<file path="config.mk">
export PLATFORM = sky130hd
export DESIGN_NAME = ckong_dl_router_flat
export DESIGN_NICKNAME = d
export VERILOG_FILES = /design/src/rtl/ckong_dl_router_if.sv /design/src/rtl/ckong_dl_router.sv /design/src/flat_wrapper.sv
export SDC_FILE = /design/constraint.sdc
export NUM_CORES = 1
export LEC_CHECK = 0
export CORE_MARGIN = 1
export CORE_UTILIZATION = 35
export DETAILED_ROUTE_END_ITERATION = 10
export GPL_TIMING_DRIVEN = 0
export SLEW_MARGIN = 20
export SYNTH_ARGS = -nofsm -noshare
export SYNTH_HDL_FRONTEND = slang
export SYNTH_SLANG_ARGS = --single-unit
</file>
<file path="constraint.sdc">
create_clock -name clk_sys -period 1.95 [get_ports clk_sys]
set_clock_uncertainty 0.1 [all_clocks]
set_input_delay 0.4875 -clock clk_sys [delete_from_list [all_inputs] [get_ports clk_sys]]
set_output_delay 0.4875 -clock clk_sys [all_outputs]
set_load 0.05 [all_outputs]
</file>
<file path="src/rtl/ckong_dl_router_if.sv">
// ckong_dl_router_if: ioctl download stream in, registered ROM-load bus out
//   master: drives ioctl_download/ioctl_wr/ioctl_addr/ioctl_dout, observes dn_*
//   slave : consumes ioctl_*, drives dn_addr/dn_data/dn_wr/dn_region
interface ckong_dl_router_if;
  logic        ioctl_download;
  logic        ioctl_wr;
  logic [24:0] ioctl_addr;
  logic [7:0]  ioctl_dout;
  logic [16:0] dn_addr;
  logic [7:0]  dn_data;
  logic        dn_wr;
  logic [1:0]  dn_region;
  modport master (
    output ioctl_download, ioctl_wr, ioctl_addr, ioctl_dout,
    input  dn_addr, dn_data, dn_wr, dn_region
  );
  modport slave (
    input  ioctl_download, ioctl_wr, ioctl_addr, ioctl_dout,
    output dn_addr, dn_data, dn_wr, dn_region
  );
endinterface

</file>
<file path="src/rtl/ckong_dl_router.sv">
// ckong_dl_router: qualifies/registers ioctl ROM bytes for the ckong core, holds core reset, checks image
//   clk_sys, reset (async, active-high) | bus: ioctl_* in, dn_* out (1-cycle latency)
//   cpu_reset_hold: high in LOAD/TAIL | byte_count: saturating accepted count | overflow: sticky out-of-range
//   rom_ok: image complete and clean, valid in DONE | dl_done: one-cycle pulse entering DONE
module ckong_dl_router #(
  parameter logic [16:0] ROM_SIZE    = 17'h10000,
  parameter logic [16:0] CPU_END     = 17'h06000,
  parameter logic [16:0] GFX_END     = 17'h0E000,
  parameter int          HOLD_CYCLES = 16
) (
  input  logic               clk_sys,
  input  logic               reset,
  ckong_dl_router_if.slave   bus,
  output logic               cpu_reset_hold,
  output logic [16:0]        byte_count,
  output logic               overflow,
  output logic               rom_ok,
  output logic               dl_done
);
  typedef enum logic [1:0] {IDLE, LOAD, TAIL, DONE} state_t;
  localparam logic [7:0] HOLD_LAST = 8'(HOLD_CYCLES - 1);
  state_t      state;
  logic [7:0]  hold_cnt;
  logic [1:0]  rst_q;
  logic        rst_i;
  logic        accept;
  logic        oob;
  logic        in_range;
  logic        start;
  logic [1:0]  region;
  // Reset asserts immediately but is released only after two clk_sys edges.
  always_ff @(posedge clk_sys or posedge reset)
    if (reset) rst_q <= 2'b11;
    else rst_q <= {rst_q[0], 1'b0};
  assign rst_i    = rst_q[1];
  assign accept   = bus.ioctl_wr & bus.ioctl_download;
  assign oob      = bus.ioctl_addr >= {8'd0, ROM_SIZE};
  assign in_range = accept & ~oob;
  // Download high outside LOAD starts a fresh load, including a re-rise during TAIL.
  assign start    = bus.ioctl_download & (state != LOAD);
  assign region   = bus.ioctl_addr[16:0] < CPU_END ? 2'd0 : bus.ioctl_addr[16:0] < GFX_END ? 2'd1 : 2'd2;
  always_ff @(posedge clk_sys or posedge rst_i)
    if (rst_i) begin
      state          <= IDLE;
      hold_cnt       <= '0;
      cpu_reset_hold <= 1'b0;
      byte_count     <= '0;
      overflow       <= 1'b0;
      rom_ok         <= 1'b0;
      dl_done        <= 1'b0;
      bus.dn_wr      <= 1'b0;
      bus.dn_addr    <= '0;
      bus.dn_data    <= '0;
      bus.dn_region  <= '0;
    end else begin
      bus.dn_wr <= in_range;
      dl_done   <= 1'b0;
      if (in_range) begin
        bus.dn_addr   <= bus.ioctl_addr[16:0];
        bus.dn_data   <= bus.ioctl_dout;
        bus.dn_region <= region;
      end
      if (start) begin
        state          <= LOAD;
        hold_cnt       <= '0;
        cpu_reset_hold <= 1'b1;
        byte_count     <= {16'd0, in_range};
        overflow       <= accept & oob;
        rom_ok         <= 1'b0;
      end else if (state == LOAD) begin
        if (in_range && byte_count != '1) byte_count <= byte_count + 17'd1;
        if (accept && oob) overflow <= 1'b1;
        if (!bus.ioctl_download) begin
          state    <= TAIL;
          hold_cnt <= '0;
        end
      end else if (state == TAIL) begin
        if (hold_cnt == HOLD_LAST) begin
          state          <= DONE;
          cpu_reset_hold <= 1'b0;
          dl_done        <= 1'b1;
          rom_ok         <= (byte_count == ROM_SIZE) & ~overflow;
        end else hold_cnt <= hold_cnt + 8'd1;
      end
    end
endmodule
</file>
<file path="src/flat_wrapper.sv">
// flat-port wrapper written by rule: the top's interface ports become plain ports
module ckong_dl_router_flat 
#(
  parameter logic [16:0] ROM_SIZE    = 17'h10000,
  parameter logic [16:0] CPU_END     = 17'h06000,
  parameter logic [16:0] GFX_END     = 17'h0E000,
  parameter int          HOLD_CYCLES = 16
)
  (clk_sys, reset, cpu_reset_hold, byte_count, overflow, rom_ok, dl_done, bus_ioctl_download, bus_ioctl_wr, bus_ioctl_addr, bus_ioctl_dout, bus_dn_addr, bus_dn_data, bus_dn_wr, bus_dn_region);
  ckong_dl_router_if bus_i ();
  input  logic clk_sys;
  input  logic reset;
  output logic cpu_reset_hold;
  output logic [16:0] byte_count;
  output logic overflow;
  output logic rom_ok;
  output logic dl_done;
  input wire logic [$bits(bus_i.ioctl_download)-1:0] bus_ioctl_download;
  input wire logic [$bits(bus_i.ioctl_wr)-1:0] bus_ioctl_wr;
  input wire logic [$bits(bus_i.ioctl_addr)-1:0] bus_ioctl_addr;
  input wire logic [$bits(bus_i.ioctl_dout)-1:0] bus_ioctl_dout;
  output wire logic [$bits(bus_i.dn_addr)-1:0] bus_dn_addr;
  output wire logic [$bits(bus_i.dn_data)-1:0] bus_dn_data;
  output wire logic [$bits(bus_i.dn_wr)-1:0] bus_dn_wr;
  output wire logic [$bits(bus_i.dn_region)-1:0] bus_dn_region;
  assign bus_i.ioctl_download = bus_ioctl_download;
  assign bus_i.ioctl_wr = bus_ioctl_wr;
  assign bus_i.ioctl_addr = bus_ioctl_addr;
  assign bus_i.ioctl_dout = bus_ioctl_dout;
  assign bus_dn_addr = bus_i.dn_addr;
  assign bus_dn_data = bus_i.dn_data;
  assign bus_dn_wr = bus_i.dn_wr;
  assign bus_dn_region = bus_i.dn_region;
  ckong_dl_router #(.ROM_SIZE(ROM_SIZE), .CPU_END(CPU_END), .GFX_END(GFX_END), .HOLD_CYCLES(HOLD_CYCLES)) u_core (.clk_sys(clk_sys), .reset(reset), .bus(bus_i), .cpu_reset_hold(cpu_reset_hold), .byte_count(byte_count), .overflow(overflow), .rom_ok(rom_ok), .dl_done(dl_done));
endmodule
</file>
==> results.json, run 1 <==
{
  "cts_buffers": 9,
  "fillers": 745,
  "drt_first_pass_iters": 5,
  "mostFrequentLayoutCell": "dfrtp_1",
  "antenna_cells": 0,
  "via_per_inst": 5.254,
  "path_buf_inv": 2,
  "root_buffer": "clkbuf_8",
  "synth_nets": 317,
  "synth-simple-area-share": 0.1785,
  "clk_latency_ns": 0.34,
  "synth_flop_cell": "dfrtp_1",
  "synth-xor-area-share": 0.008861,
  "synth_edf_count": 0,
  "via_count": 2685,
  "cp_cell_sequence": "ha_4 > and4_4 > nand2_2 > nor2_2 > ha_2 > and4b_2 > buf_6 > nand4_4 > buf_6 > or4_1 > nand3_2",
  "core_mm2": 0.008217,
  "vdd_drop_max_mv": 0.3420,
  "areaGrowthSynthToFinish_pct": 55.19,
  "synth.area.mux_share": 0.1266,
  "synth-seq-area-share": 0.5156,
  "p_leak_uw": 0.002248,
  "cts_tree": "built",
  "synth.area.top_cells": "dfrtp_1 (50%), mux2_2 (11%), o21ai_0 (4.2%)",
  "clock_path_buffers": 2,
  "reg2reg_from": "u_core.byte_count[1]",
  "fin_cells": 511,
  "final_layout_size_suffix_gt1_frac": 0.3571,
  "cp_top_family": "simple AND/OR/NAND/NOR gates",
  "outcome": "finished, violations left",
  "num_io_pins": 86,
  "syn_area_per_cell_um2": 10.86,
  "track_usage": 0.1918,
  "dpl.cell_count": 464,
  "num_rows": 33,
  "route.detailed.drc": 0,
  "slew_headroom": 0.5384,
  "cpMostUsedCell": "buf_6",
  "setup_ws_ns": -0.4812,
  "final_cell_mix": "dfrtp_1 (46), dlygate4sd2_1 (37), clkdlybuf4s50_1 (30), buf_4 (28), mux2_2 (26)",
  "ys_seq_elements": 61,
  "crit_required_ns": 2.13,
  "synth_top_family_by_area": "simple AND/OR/NAND/NOR gates",
  "synth_adder_area_share": 0.02954,
  "ant_nets": 0,
  "crit_path_max_incr_delay_ns": 0.43,
  "total_power_uw": 3159,
  "die_h_um": 94.05,
  "start_kind": "flop",
  "synth-warning-count": 0,
  "globalplace.congestion": 0.7641,
  "clk_pin_slew_ns": 0.08,
  "cap_violations": 0,
  "async_reset_ff_frac": 1.000,
  "path_max_fanout": 6,
  "cts.sinks": 61,
  "multi_input_area_mm2": 0.001538,
  "rsz0062_at_grt": "yes",
  "violations": "negative setup slack",
  "cts_max_level": 3,
  "end_kind": "flop",
  "die_area_mm2": 0.008844,
  "grt_overflow": 0,
  "totalWireLength_mm": 7.925,
  "cts_hold_buf": 0,
  "die_w_um": 94.05,
  "final-hold-violation-count": 0,
  "dpl-instance-area_mm2": 0.004049,
  "min_path_type": "flop to async pin",
  "synth_cell_type_count": 47,
  "p_per_area_mw_per_mm2": 686.5,
  "port_buffers": 85,
  "crit_start": "u_core.byte_count[1]",
  "synth-compound-area-share": 0.1127,
  "seqCellArea_mm2": 0.001545,
  "grt_pass1_wl_mm": 12.83,
  "synth_area_mm2": 0.002965,
  "netlist_instances": 273,
  "grt_max_degree": 34,
  "path_class": "flop to flop",
  "yosysTopAreaCell": "dfrtp_1",
  "fin_crit_sh": 1.247,
  "worstPathArrival_ns": 2.61,
  "initial_core_util": 0.3609,
  "final_nets": 445,
  "slowest_stage": "dfrtp_2",
  "post-route-util": 0.5601,
  "slew_viol_final": 0,
  "dpl.hpwl_mm": 5.089,
  "tightestPinTransition_ns": 0.6899,
  "min_period_ns": 2.431,
  "stdcell_area_mm2": 0.004602,
  "dr.first_iter.drc_count": 152,
  "wl_per_cell_um": 15.51,
  "setup_viol": 18,
  "yosys.area.top_type_share": 0.4979,
  "grt_pass1_vias": 2591,
  "antenna_found_initial": 0,
  "max_freq_mhz": 411.3
}
-- metal layers --
| layer | up-vias | track usage | share of wire |
|---|---|---|---|
| met5 | - | 0 | 0 |
| met4 | 0 | 0.09231 | 0.019 |
| met3 | 15 | 0.04773 | 0.088 |
| met2 | 112 | 0.2950 | 0.46 |
| met1 | 1299 | 0.2517 | 0.44 |
| li1 | 1259 | - | - |
-- final cells by class --
class | count | share of cell area
flip-flops and latches | 61 | 0.3358
multi-input cells | 193 | 0.3341
repair buffers | 118 | 0.2319
clock buffers | 12 | 0.03154
well taps | 105 | 0.02855
plain buffers | 10 | 0.02066
clock inverters | 4 | 0.01033
inverters | 8 | 0.007069
-- cell usage after synthesis (5+ instances only) --
master	count
or4_1	6
nor2_1	9
o31ai_1	6
o21ai_0	25
ha_1	7
nand4_1	5
mux2_2	28
dfrtp_1	59
clkbuf_1	7
inv_1	8
a21oi_1	10
nand3_1	15
mux2i_1	6
nor3_1	7
and2_1	5
nand2_1	21
-- registers in the layout, indices dropped and copies added (netlist names) --
register / flops
u_core.bus.dn_addr: 17
u_core.byte_count: 17
u_core.bus.dn_data: 8
u_core.hold_cnt: 8
u_core.bus.dn_region: 2
u_core.rst_q: 2
u_core.state: 2
u_core.bus.dn_wr: 1
u_core.cpu_reset_hold: 1
u_core.dl_done: 1
u_core.overflow: 1
u_core.rom_ok: 1
-- worst paths after layout --
path | endpoint | slack (ns) | depth (start not counted)
max in group asynchronous | u_core.byte_count[0] | 1.12 | 2
worst max register to register | u_core.byte_count[12] | -0.48 | 11
min in group clk_sys | u_core.rst_q[1] | 0.26 | 0
worst min register to register | u_core.byte_count[14] | 0.13 | 1
worst max-delay path | u_core.byte_count[12] | -0.48 | 11
worst min-delay path | u_core.byte_count[14] | 0.13 | 1
-- report_power, final --
part           leakage, uW  internal, uW  switching (uW)
clock network    0.0000964           622             517
registers         0.000811          1320            55.5
logic              0.00134           255             393
total              0.00225          2190             966
-- through the flow --
stage | hold WS, ns | setup slack, ns | TNS [ns]
global placement | 0.2477 | -0.9217 | -69.29
finish | 0.1256 | -0.4812 | -6.886
global route | 0.1597 | -0.6071 | -10.14
detailed placement | 0.1476 | -0.7318 | -25.27
floorplan | 0.2452 | -0.5438 | -7.786
CTS | 0.1460 | -0.4854 | -6.604
-- what timing repair did --
item | CTS | global route
pin swaps | 11 | 12
resized for setup | 94 | 41
cloned | 2 | 0
setup endpoints to repair | 99 | 52
buffers inserted | 23 | 7
-- cell families (layout without fill, tap and decap cells) --
logic type | after synthesis | after routing
AND/OR/NAND/NOR | 92 | 92
flip-flops | 61 | 61
AO/OA/AOI/OAI | 56 | 56
XOR/XNOR | 3 | 3
adder cells (fa/ha/maj) | 7 | 7
buffers and inverters | 19 | 152
multiplexers | 34 | 34
other | 1 | 1
(Power assumes the default switching activity.)
==> inputs of run 2 (changes only) <==
--- a/config.mk
+++ b/config.mk
@@ -8,4 +8,5 @@
 export CORE_MARGIN = 1
 export CORE_UTILIZATION = 35
+export CTS_BUF_LIST = sky130_fd_sc_hd__clkbuf_2 sky130_fd_sc_hd__clkbuf_4 sky130_fd_sc_hd__clkbuf_8
 export DETAILED_ROUTE_END_ITERATION = 10
 export GPL_TIMING_DRIVEN = 0
==> constraint.sdc (replaced) <==
create_clock -name clk_sys -period 1.95 [get_ports clk_sys]
set_clock_uncertainty 0.1 [all_clocks]
set_input_delay 0.2925 -clock clk_sys [delete_from_list [all_inputs] [get_ports clk_sys]]
set_output_delay 0.2925 -clock clk_sys [all_outputs]
set_load 0.05 [all_outputs]
==> run 2 against run 1 <==
The flow still finishes with violations (negative setup slack). Critical path depth did not move. Clock power barely moved. Combinational power barely moved. Largest power group unchanged. Wire length fell by 0.56%. Non-clock buffer count fell by 4. Die area did not move. Total power rose by 0.96%.
==> results.json, run 2 (synthesis results as in run 1) <==
{
  "setup_viol": 19,
  "power_switching_uw": 960.5,
  "final_layout_size_suffix_gt1_frac": 0.3159,
  "die_w_um": 94.05,
  "path_class": "flop to flop",
  "fillers": 736,
  "start_kind": "flop",
  "port_buffers": 85,
  "min_period_ns": 2.482,
  "p_leak_uw": 0.002180,
  "wl_per_cell_um": 15.54,
  "fin_cells": 507,
  "mostFrequentLayoutCell": "clkdlybuf4s50_1",
  "p_per_area_mw_per_mm2": 692.2,
  "cts_tree": "built",
  "core_mm2": 0.008217,
  "antenna_found_initial": 0,
  "cts_hold_buf": 0,
  "grt_overflow": 0,
  "dpl_worst_slack_ns": -0.7318,
  "vdd_drop_max_mv": 0.3317,
  "ant_nets": 0,
  "dpl.cell_count": 464,
  "rsz0062_at_grt": "yes",
  "stdcell_area_mm2": 0.004608,
  "via_per_inst": 5.237,
  "final_nets": 441,
  "tightestPinTransition_ns": 0.6654,
  "p_seq_frac": 0.430,
  "cts.sinks": 61,
  "grt_pass1_vias": 2580,
  "p_clk_frac": 0.365,
  "clk_latency_ns": 0.35,
  "slew_headroom": 0.5548,
  "fin_crit_sh": 1.273,
  "num_io_pins": 86,
  "dr.first_iter.drc_count": 165,
  "globalplace.congestion": 0.7641,
  "areaGrowthSynthToFinish_pct": 55.40,
  "final_cell_mix": "clkdlybuf4s50_1 (64), dfrtp_1 (46), mux2_2 (26), buf_4 (23), o21ai_0 (21)",
  "end_kind": "flop",
  "p_int_uw": 2229,
  "root_buffer": "clkbuf_8",
  "violations": "negative setup slack",
  "dpl-instance-area_mm2": 0.004049,
  "reg2reg_from": "u_core.byte_count[1]",
  "route.detailed.drc": 0,
  "totalWireLength_mm": 7.881,
  "crit_start": "u_core.byte_count[1]",
  "path_max_fanout": 4,
  "die_h_um": 94.05,
  "cap_violations": 0,
  "worstPathArrival_ns": 2.66,
  "setup_ws_ns": -0.5316,
  "cts_max_level": 3,
  "combinationalPowerShare": 0.204,
  "cts_buffers": 9,
  "drt_first_pass_iters": 4,
  "hold_ws_ns": 0.1244,
  "crit_required_ns": 2.13,
  "grt_max_degree": 34,
  "clk_pin_slew_ns": 0.08,
  "dpl.hpwl_mm": 5.089,
  "switching_share": 0.3011,
  "die_area_mm2": 0.008844,
  "clock_path_buffers": 2,
  "outcome": "finished, violations left",
  "min_path_type": "flop to async pin",
  "initial_core_util": 0.3609,
  "post-route-util": 0.5608,
  "final-hold-violation-count": 0,
  "num_rows": 33,
  "via_count": 2655,
  "top_regs": "u_core.bus.dn_addr: 17 flops, u_core.byte_count: 17 flops",
  "grt_pass1_wl_mm": 12.91,
  "track_usage": 0.1934,
  "max_freq_mhz": 403.0,
  "antenna_cells": 0,
  "slew_viol_final": 0
}
[run 2: changes by cell type in the layout (fill, tap and decap cells not counted), moves of 2 or more]
cell,previous run,this run
buf_4,28,23
clkbuf_1,5,3
clkbuf_2,6,1
clkbuf_4,0,2
clkdlybuf4s15_1,3,0
clkdlybuf4s15_2,7,0
clkdlybuf4s50_1,30,64
dlygate4sd2_1,37,18
[run 2: final timing paths]
path	to	depth (start not counted)	slack (ns)
max	u_core.byte_count[14]	11	-0.53
min	u_core.byte_count[14]	1	0.12
max reg2reg	u_core.byte_count[14]	11	-0.53
min reg2reg	u_core.byte_count[14]	1	0.12
max in group asynchronous	u_core.byte_count[0]	2	1.11
min in group clk_sys	u_core.rst_q[1]	0	0.26
[run 2: metal layers]
layer / vias up / wire [um] / GRT usage
li1: 1254 / - / -
met1: 1283 / 3531 / 0.2563
met2: 104 / 3597 / 0.2950
met3: 14 / 596 / 0.04693
met4: 0 / 155 / 0.09359
met5: - / 0 / 0
[run 2: metrics by stage]
stage,total power (uW),TNS (ns)
6_report,3190,-7.012
2_1_floorplan,1793,-7.786
3_5_place_dp,2031,-18.86
4_1_cts,3209,-6.841
3_3_place_gp,2020,-62.97
5_1_grt,3348,-10.36
[run 2: what timing repair did]
action	4_1_cts	5_1_grt
setup endpoints to repair	62	55
pin swaps	7	11
gates cloned	2	0
buffers inserted	19	7
resized for setup	41	22
[run 2: cell type report]
| type | count | area (um2) | area share |
|---|---|---|---|
| tap | 105 | 131.4 | 0.02851 |
| buffer | 10 | 78.83 | 0.01711 |
| sequential | 61 | 1545 | 0.3353 |
| timing repair buffer | 114 | 1089 | 0.2362 |
| multi-input combinational | 193 | 1531 | 0.3323 |
| clock inverter | 4 | 47.55 | 0.01032 |
| inverter | 8 | 32.53 | 0.007059 |
| clock buffer | 12 | 152.6 | 0.03313 |
[run 2: worst max-delay path, cell delays in order, from the launching register on]
cell and delay [ns]:
dfrtp_2 0.43, ha_4 0.16, and4_4 0.19, nand2_2 0.07, nor2_2 0.03, ha_2 0.17
and4b_2 0.30, buf_6 0.10, nand4_4 0.12, buf_4 0.18, or4_4 0.42, a21oi_2 0.14
[run 2: power groups by stage]
| stage | Sequential, uW | Combinational, uW | Clock (uW) |
|---|---|---|---|
| after floorplan | 1430 | 361 | 0 |
| after global placement | 1390 | 628 | 0 |
| after detailed placement | 1390 | 636 | 0 |
| after CTS | 1370 | 648 | 1190 |
| after global routing | 1380 | 732 | 1240 |
| final | 1370 | 651 | 1170 |
==> inputs of run 3 (changes only) <==
Settings changed: SLEW_MARGIN 20 to 15.
Clock period 1.95 ns to 3 ns, I/O delays scaled along.
==> run 3 against run 2 <==
The run now ends clean. Total power is 36% lower. First-iteration DRC count is 47% lower. Die area stayed put. Core utilization is 5.6 points lower. Highest routed layer unchanged.
==> results.json, run 3 (synthesis results as in run 1) <==
{
  "globalplace.congestion": 0.8123,
  "min_period_ns": 2.805,
  "worstHoldStart": "u_core.rst_q[0]",
  "p_int_uw": 1436,
  "crit_required_ns": 3.12,
  "die_area_mm2": 0.008844,
  "p_clk_frac": 0.366,
  "fillers": 776,
  "dpl.hpwl_mm": 5.040,
  "dpl-instance-area_mm2": 0.003950,
  "final_nets": 412,
  "p_seq_frac": 0.438,
  "cts.sinks": 61,
  "cts_buffers": 9,
  "final-hold-violation-count": 0,
  "seqCellArea_mm2": 0.001529,
  "num_rows": 33,
  "port_buffers": 85,
  "fin_cells": 478,
  "vdd_drop_max_mv": 0.2314,
  "areaGrowthSynthToFinish_pct": 39.83,
  "grt_max_degree": 60,
  "final_cell_mix": "clkdlybuf4s50_1 (85), dfrtp_1 (59), mux2_2 (28), o21ai_0 (25), nand2_1 (21)",
  "reg2regPathDepth": 10,
  "cp_cell_sequence": "ha_1 > and4_1 > nand2_1 > nor2_1 > ha_1 > and4b_1 > and4_1 > buf_2 > mux2_2 > a21o_1",
  "max_freq_mhz": 356.5,
  "grt_overflow": 0,
  "p_leak_uw": 0.001816,
  "reg2reg_from": "u_core.byte_count[0]",
  "crit_path_max_incr_delay_ns": 0.47,
  "worstPathArrival_ns": 2.93,
  "cap_violations": 0,
  "dr.first_iter.drc_count": 88,
  "switching_share": 0.2932,
  "grt_pass1_wl_mm": 11.58,
  "start_kind": "flop",
  "whs_endpoint": "u_core.rst_q[1]",
  "tightestPinTransition_ns": 0.7204,
  "initial_core_util": 0.3609,
  "min_path_type": "flop to flop",
  "fin_crit_sh": 0.9351,
  "antenna_found_initial": 0,
  "die_h_um": 94.05,
  "track_usage": 0.1720,
  "min_path_cells": 0,
  "path_class": "flop to flop",
  "cts_tree": "built",
  "die_w_um": 94.05,
  "num_io_pins": 86,
  "via_count": 2512,
  "drt_first_pass_iters": 4,
  "final_layout_size_suffix_gt1_frac": 0.1475,
  "top_regs": "u_core.bus.dn_addr: 17 flops, u_core.byte_count: 17 flops",
  "route.detailed.drc": 0,
  "slew_viol_final": 0,
  "slowest_stage": "dfrtp_1",
  "timing.rr.end": "u_core.byte_count[9]",
  "combinationalPowerShare": 0.196,
  "clk_latency_ns": 0.34,
  "multi_input_area_mm2": 0.001356,
  "ff2ff_setup_slack_ns": 0.19,
  "p_per_area_mw_per_mm2": 490.1,
  "clock_path_buffers": 2,
  "power_switching_uw": 595.8,
  "cts_max_level": 3,
  "setup_viol": 0,
  "core_mm2": 0.008217,
  "end_kind": "flop",
  "outcome": "completed",
  "rsz0062_at_grt": "no",
  "mostFrequentLayoutCell": "clkdlybuf4s50_1",
  "slew_headroom": 0.5198,
  "wl_per_cell_um": 14.60,
  "stdcell_area_mm2": 0.004146,
  "path_max_fanout": 10,
  "ant_nets": 0,
  "root_buffer": "clkbuf_8",
  "grt_pass1_vias": 2397,
  "dpl.cell_count": 463,
  "cts_hold_buf": 0,
  "totalWireLength_mm": 6.977,
  "clk_pin_slew_ns": 0.07,
  "antenna_cells": 0,
  "via_per_inst": 5.255,
  "tns_ns": 0
}
-- run 3: per-stage QoR --
stage / total power (uW) / util / setup slack, ns / hold slack [ns]
after global routing: 2137 / 0.5046 / 0.09379 / 0.2679
after global placement: 1300 / 0.4804 / 0.1820 / 0.2481
final: 2032 / 0.5046 / 0.1946 / 0.2596
after CTS: 2056 / 0.5051 / 0.1549 / 0.2577
after detailed placement: 1308 / 0.4807 / 0.1796 / 0.2479
after floorplan: 1159 / - / 0.2310 / 0.2452
-- run 3: cell type report --
| type | count | share of cell area |
|---|---|---|
| Sequential cell | 61 | 0.3687 |
| Multi-Input combinational cell | 193 | 0.3271 |
| Timing Repair Buffer | 85 | 0.2052 |
| Clock buffer | 12 | 0.03681 |
| Tap cell | 105 | 0.03168 |
| Clock inverter | 4 | 0.01147 |
| Buffer | 10 | 0.01116 |
| Inverter | 8 | 0.007845 |
-- run 3: metal layers --
layer / GRT usage / vias to the layer above / share of wire
met1: 0.2251 / 1214 / 0.46
li1: - / 1200 / -
met5: 0 / - / 0
met4: 0.07308 / 0 / 0.019
met2: 0.2628 / 85 / 0.45
met3: 0.05178 / 13 / 0.072
-- run 3: how the worst max path moves through the flow --
stage | from | end | slack [ns] | cells past startpoint
after detailed placement | u_core.byte_count[0] | u_core.byte_count[0] | 0.18 | 11
final | u_core.byte_count[0] | u_core.byte_count[9] | 0.19 | 10
after global placement | u_core.byte_count[0] | u_core.byte_count[0] | 0.18 | 11
after floorplan | u_core.byte_count[0] | u_core.byte_count[9] | 0.23 | 10
after CTS | u_core.byte_count[0] | u_core.byte_count[0] | 0.15 | 11
after global routing | u_core.byte_count[0] | u_core.byte_count[12] | 0.09 | 10
-- run 3: critical path: cells and delay by family, from the launching register on --
kind / cells / cell delay (ns)
adder cells (fa/ha/maj): 2 / 0.49
buffers and inverters: 1 / 0.22
flip-flops: 1 / 0.47
multiplexers: 1 / 0.36
AO/OA/AOI/OAI: 1 / 0.17
AND/OR/NAND/NOR: 5 / 0.87
-- run 3: what timing repair did --
action / in CTS / in global routing
setup endpoints to repair: 0 / 1
hold endpoints to repair: 0 / 0
resized for setup: 0 / 0
buffers inserted: 0 / 0
-- run 3: power by group through the flow --
| stage | sequential (uW) | combinational, uW | clock (uW) |
|---|---|---|---|
| 6_report | 891 | 398 | 743 |
| 5_1_grt | 895 | 450 | 792 |
| 4_1_cts | 890 | 403 | 763 |
| 3_5_place_dp | 905 | 403 | 0 |
| 3_3_place_gp | 904 | 397 | 0 |
| 2_1_floorplan | 931 | 227 | 0 |
